## src/rtl/mem_arbiter_2p.sv

```systemverilog
// mem_arbiter_2p: round-robin two-port arbiter and access sequencer for a single-port data memory.
// Define MEM_ARB_FIXED_PRIO_EN to replace round-robin with fixed priority (port 0 wins ties).
module mem_arbiter_2p #(
  parameter int DATA_W    = 32,
  parameter int ADDR_W    = 32,
  parameter int MEM_DEPTH = 256
) (
  input  logic              clk,
  input  logic              rst_n,
  input  logic              p0_req,
  input  logic              p0_we,
  input  logic [ADDR_W-1:0] p0_addr,
  input  logic [DATA_W-1:0] p0_wdata,
  output logic              p0_gnt,
  output logic              p0_done,
  output logic [DATA_W-1:0] p0_rdata,
  output logic              p0_err,
  input  logic              p1_req,
  input  logic              p1_we,
  input  logic [ADDR_W-1:0] p1_addr,
  input  logic [DATA_W-1:0] p1_wdata,
  output logic              p1_gnt,
  output logic              p1_done,
  output logic [DATA_W-1:0] p1_rdata,
  output logic              p1_err,
  output logic [ADDR_W-1:0] mem_addr,
  output logic              mem_we,
  output logic [DATA_W-1:0] mem_wdata,
  input  logic [DATA_W-1:0] mem_rdata
);
  typedef enum logic [1:0] {IDLE, ACCESS, DONE} state_t;
  state_t state, state_nx;
  logic sel, any_req, in_range, lat_port, lat_we;
  logic [ADDR_W-1:0] lat_addr;
  logic [DATA_W-1:0] lat_wdata;
  assign any_req  = p0_req | p1_req;
  assign in_range = lat_addr < ADDR_W'(MEM_DEPTH);
`ifdef MEM_ARB_FIXED_PRIO_EN
  assign sel = ~p0_req;
`else
  logic last;
  assign sel = (p0_req & p1_req) ? ~last : p1_req;
  always_ff @(posedge clk or negedge rst_n)
    if (!rst_n) last <= 1'b1;
    else if (state == IDLE && any_req) last <= sel;
`endif
  always_comb begin
    state_nx  = (state == IDLE) ? (any_req ? ACCESS : IDLE) : (state == ACCESS) ? DONE : IDLE;
    p0_gnt    = (state == IDLE) && p0_req && !sel;
    p1_gnt    = (state == IDLE) && p1_req && sel;
    p0_done   = (state == DONE) && !lat_port;
    p1_done   = (state == DONE) && lat_port;
    p0_err    = p0_done && !in_range;
    p1_err    = p1_done && !in_range;
    mem_we    = (state == ACCESS) && lat_we && in_range;
    mem_addr  = (state == ACCESS) ? lat_addr : '0;
    mem_wdata = (state == ACCESS) ? lat_wdata : '0;
  end
  always_ff @(posedge clk or negedge rst_n)
    if (!rst_n) begin
      state     <= IDLE;
      lat_port  <= 1'b0;
      lat_we    <= 1'b0;
      lat_addr  <= '0;
      lat_wdata <= '0;
      p0_rdata  <= '0;
      p1_rdata  <= '0;
    end else begin
      state <= state_nx;
      if (state == IDLE && any_req) begin
        lat_port  <= sel;
        lat_we    <= sel ? p1_we : p0_we;
        lat_addr  <= sel ? p1_addr : p0_addr;
        lat_wdata <= sel ? p1_wdata : p0_wdata;
      end
      // out-of-range reads capture zero rather than whatever the memory decodes
      if (state == ACCESS && !lat_we && !lat_port) p0_rdata <= in_range ? mem_rdata : '0;
      if (state == ACCESS && !lat_we && lat_port) p1_rdata <= in_range ? mem_rdata : '0;
    end
endmodule
```

## config.mk

```make
export PLATFORM = sky130hd
export DESIGN_NAME = mem_arbiter_2p
export DESIGN_NICKNAME = d
export VERILOG_FILES = /design/src/rtl/mem_arbiter_2p.sv
export SDC_FILE = /design/constraint.sdc
export NUM_CORES = 1
export LEC_CHECK = 0
export BUFFER_PORTS_ARGS = -buffer_cell sky130_fd_sc_hd__buf_4
export CAP_MARGIN = 20
export CORE_MARGIN = 5
export CORE_UTILIZATION = 43
export DETAILED_ROUTE_END_ITERATION = 16
export PLACE_DENSITY = 0.77
export SLEW_MARGIN = 20
export SYNTH_ARGS = -nofsm -noshare
export SYNTH_HDL_FRONTEND = slang
export SYNTH_SLANG_ARGS = --single-unit
```

## constraint.sdc

```tcl
create_clock -name clk -period 1.89 [get_ports clk]
set_clock_uncertainty 0.2 [all_clocks]
set_input_delay 0.378 -clock clk [delete_from_list [all_inputs] [get_ports clk]]
set_output_delay 0.378 -clock clk [all_outputs]
set_load 0.02 [all_outputs]
```

==> flow_metrics.py <==
metrics = {
    "outcome": {
        "status": "finished, violations left",
        "violations": "negative setup slack",
    },
    "worst_setup_path": {
        "cp.required_ns": 1.31,
        "cp_max_fo": 2,
        "start_kind": "flop",
        "worstReg2RegStart": "state[1]$_DFF_PN0_",
        "path_class": "flop to output port",
        "cp.arrival_ns": 1.93,
        "worstRegToRegCells": 9,
        "endpoint_kind": "output port",
        "crit_path_start": "lat_addr[27]$_DFFE_PN0P_",
    },
    "route": {
        "vias": 6877,
        "wl_met3_um": 2820,
        "m1WireLength_um": 10700,
        "drt_iter0_drc": 524,
        "firstDrtPassIters": 5,
        "drcViolationCount": 0,
        "drt-total-wl_um": 30100,
        "drtAntennaViolNets": 0,
        "wl_met2_um": 15100,
        "vias_per_cell": 5.73,
        "top_layer": "met4",
        "wire_per_inst_um": 25.1,
    },
    "logic_synthesis": {
        "yosys.area_share.xor_xnor": 0,
        "synth_edf_count": 0,
        "synthesis.nets": 770,
        "yosysSeqAreaShare": 0.494,
        "post-synth-top-count-cell": "dfrtp_1",
        "syn_inst": 604,
        "synth_compound_area_frac": 0.0549,
        "synthTopCellsByArea": "dfrtp_1 49%, mux2_2 15%, and2_1 6.0%, nand4_1 6.0%, mux2_4 4.5%",
        "synthMuxAreaShare": 0.228,
        "yosys_warnings": 0,
        "synth_cell_type_count": 31,
        "synth_top_family_by_area": "multiplexers",
        "yosys_register_bits": 133,
        "netlist_top_cells_count": "132 x dfrtp_1, 91 x mux2_2, 67 x nand2_1, 65 x and2_1, 65 x nand4_1",
        "ys_async_sr_fraction": 1.00,
        "yosysTopAreaCell": "dfrtp_1",
        "synth_top_area_share": 0.490,
        "synth_fa_ha_area_frac": 0,
        "synthSimpleGateAreaFrac": 0.178,
        "syn_area_per_cell_um2": 11.2,
        "synth-main-ff-cell": "dfrtp_1",
        "synthesis.area_um2": 6740,
    },
    "hold_path": {
        "holdPathStages": 3,
        "min_from": "mem_rdata[0]",
        "hold_class": "primary input to flop",
    },
    "pwr": {
        "clkPwrFrac": 0.159,
        "switchingPower_uw": 7700,
        "pwr-share-seq": 0.252,
        "switching_share": 0.376,
        "p_int_uw": 12800,
        "peakVddDrop_v": 0.000932,
        "comb_power_share": 0.589,
        "leakage_uw": 0.00583,
        "p_per_area_nw_per_um2": 1690,
    },
    "run": {
        "drv_cap": 0,
    },
    "final_layout": {
        "multi_input_area_um2": 3840,
        "fin_util": 0.793,
        "drive_gt1_frac": 0.688,
        "area_delta_synth_final_pct": 80.0,
        "seq_area_um2": 3330,
        "fill_cells": 828,
        "insertedDiodeCount": 0,
        "nets": 1142,
    },
    "sta": {
        "finalCriticalPeriod_ns": 2.50,
        "rsz0062_at_grt": "yes",
        "min_period_over_period": 1.32,
        "slew_headroom": 0.689,
        "worst_slew_pin_slew_ns": 0.467,
        "fin_ws_ns": -0.614,
        "setup_violations": 169,
        "fin_setup_tns_ns": -25.64,
        "max_freq_mhz": 399,
        "drv_slew": 0,
        "hold-worst-slack_ns": 0.0321,
        "hold_viol_final": 0,
    },
    "place": {
        "post-dp-hpwl_um": 15600,
        "port_buffers": 300,
        "place_ws_ns": -0.245,
        "gp_congestion": 0.809,
    },
    "clock_network": {
        "clockBufferDepth": 2,
        "clkLatencyLatePin_ns": 0.42,
        "tritoncts": "yes",
        "clk_pin_slew_ns": 0.06,
        "cts-root-buf": "clkbuf_16",
        "clock-sinks": 133,
        "cts_buffers": 17,
        "htreeDepth": 4,
    },
    "global_routing": {
        "grt_pass1_wl_um": 39900,
        "grt_pass1_vias": 7007,
        "grt_overflow": 0,
        "grt_start_max_net_pins": 65,
        "grt.total_usage": 0.287,
        "antenna_found_initial": 0,
    },
    "die": {
        "die_area_um2": 18300,
        "rows": 45,
        "initial_core_util": 0.440,
        "ioPinCount": 301,
        "die_w_um": 135,
        "die_h_um": 135,
        "core-area_um2": 15300,
    },
}
## critical path: stages (launching register included)
cell	delay, ns
dfrtp_1	0.40
nor4_2	0.39
nand4_1	0.21
buf_6	0.19
o21a_4	0.19
buf_6	0.12
## placed cells by master (no fill, tap or decap), types with 3 or more instances in the layout
master,Yosys,final
nor4_4,0,4
buf_4,4,256
buf_8,0,12
mux2_4,20,111
clkinv_2,0,6
o21ai_1,51,57
clkbuf_1,18,4
buf_16,0,7
buf_12,0,25
clkinv_4,0,4
mux2_2,91,18
nand2_4,0,3
o21ai_2,1,7
nand4_1,65,65
and2_4,0,65
buf_6,5,100
clkbuf_16,0,24
nand2_2,0,17
dfrtp_1,132,130
nand2_1,67,47
## stage by stage
stage	std cells	power [µW]	instance area (µm²)
floorplan	604	9130	6780
global route	1200	21200	12100
detailed placement	1112	12600	9580
finish	1200	20500	12100
CTS	1193	18900	11600
global placement	1112	12400	9580
## power by group through the flow
| stage | registers, µW | logic [µW] | clock network, µW |
|---|---|---|---|
| finish | 5160 | 12100 | 3260 |
| global route | 5290 | 12500 | 3410 |
| CTS | 4940 | 10700 | 3230 |
| detailed placement | 4920 | 7660 | 0 |
| global placement | 4870 | 7580 | 0 |
| floorplan | 5300 | 3830 | 0 |
## registers in the layout (all words and copies together), names as in the netlist
name and count:
last 1, p1_rdata 32, lat_addr 32, lat_port 1
lat_wdata 32, p0_rdata 32, state 2, lat_we 1
## final timing paths
kind / end / slack (ns)
max: p1_err / -0.61
min: p1_rdata[0]$_DFFE_PN0P_ / 0.03
max reg2reg: p0_rdata[29]$_DFFE_PN0P_ / -0.14
min reg2reg: p1_rdata[17]$_DFFE_PN0P_ / 0.29
max in group asynchronous: last$_DFFE_PN1P_ / 0.66
min in group asynchronous: p0_rdata[7]$_DFFE_PN0P_ / 0.22
## timing repair
action,4_1_cts,5_1_grt
buffers inserted,30,15
endpoints found under the setup margin,135,200
endpoints found under the hold margin,118,0
gates cloned,18,9
hold buffers,1,0
pin swaps,112,111
gates resized for setup,224,157
## per-layer routing
| metal | vias to the layer above | track usage |
|---|---|---|
| met1 | 3367 | 0.328 |
| li1 | 2912 | - |
| met2 | 482 | 0.494 |
| met4 | 0 | 0.128 |
| met5 | - | 0 |
| met3 | 116 | 0.0888 |
## area by class of cell
class | instances | area share
repair buffers | 409 | 0.339
multi-input cells | 413 | 0.317
well taps | 211 | 0.0218
clock buffers | 22 | 0.0374
flip-flops and latches | 133 | 0.275
repair inverters | 1 | 0.000722
inverters | 1 | 0.000722
clock inverters | 10 | 0.00887
## cell families after synthesis
family	after synthesis
mux	130
simple gates	213
flops	133
compound gates	70
buf+inv	58
No activity file was read; power rests on OpenSTA's default activity.
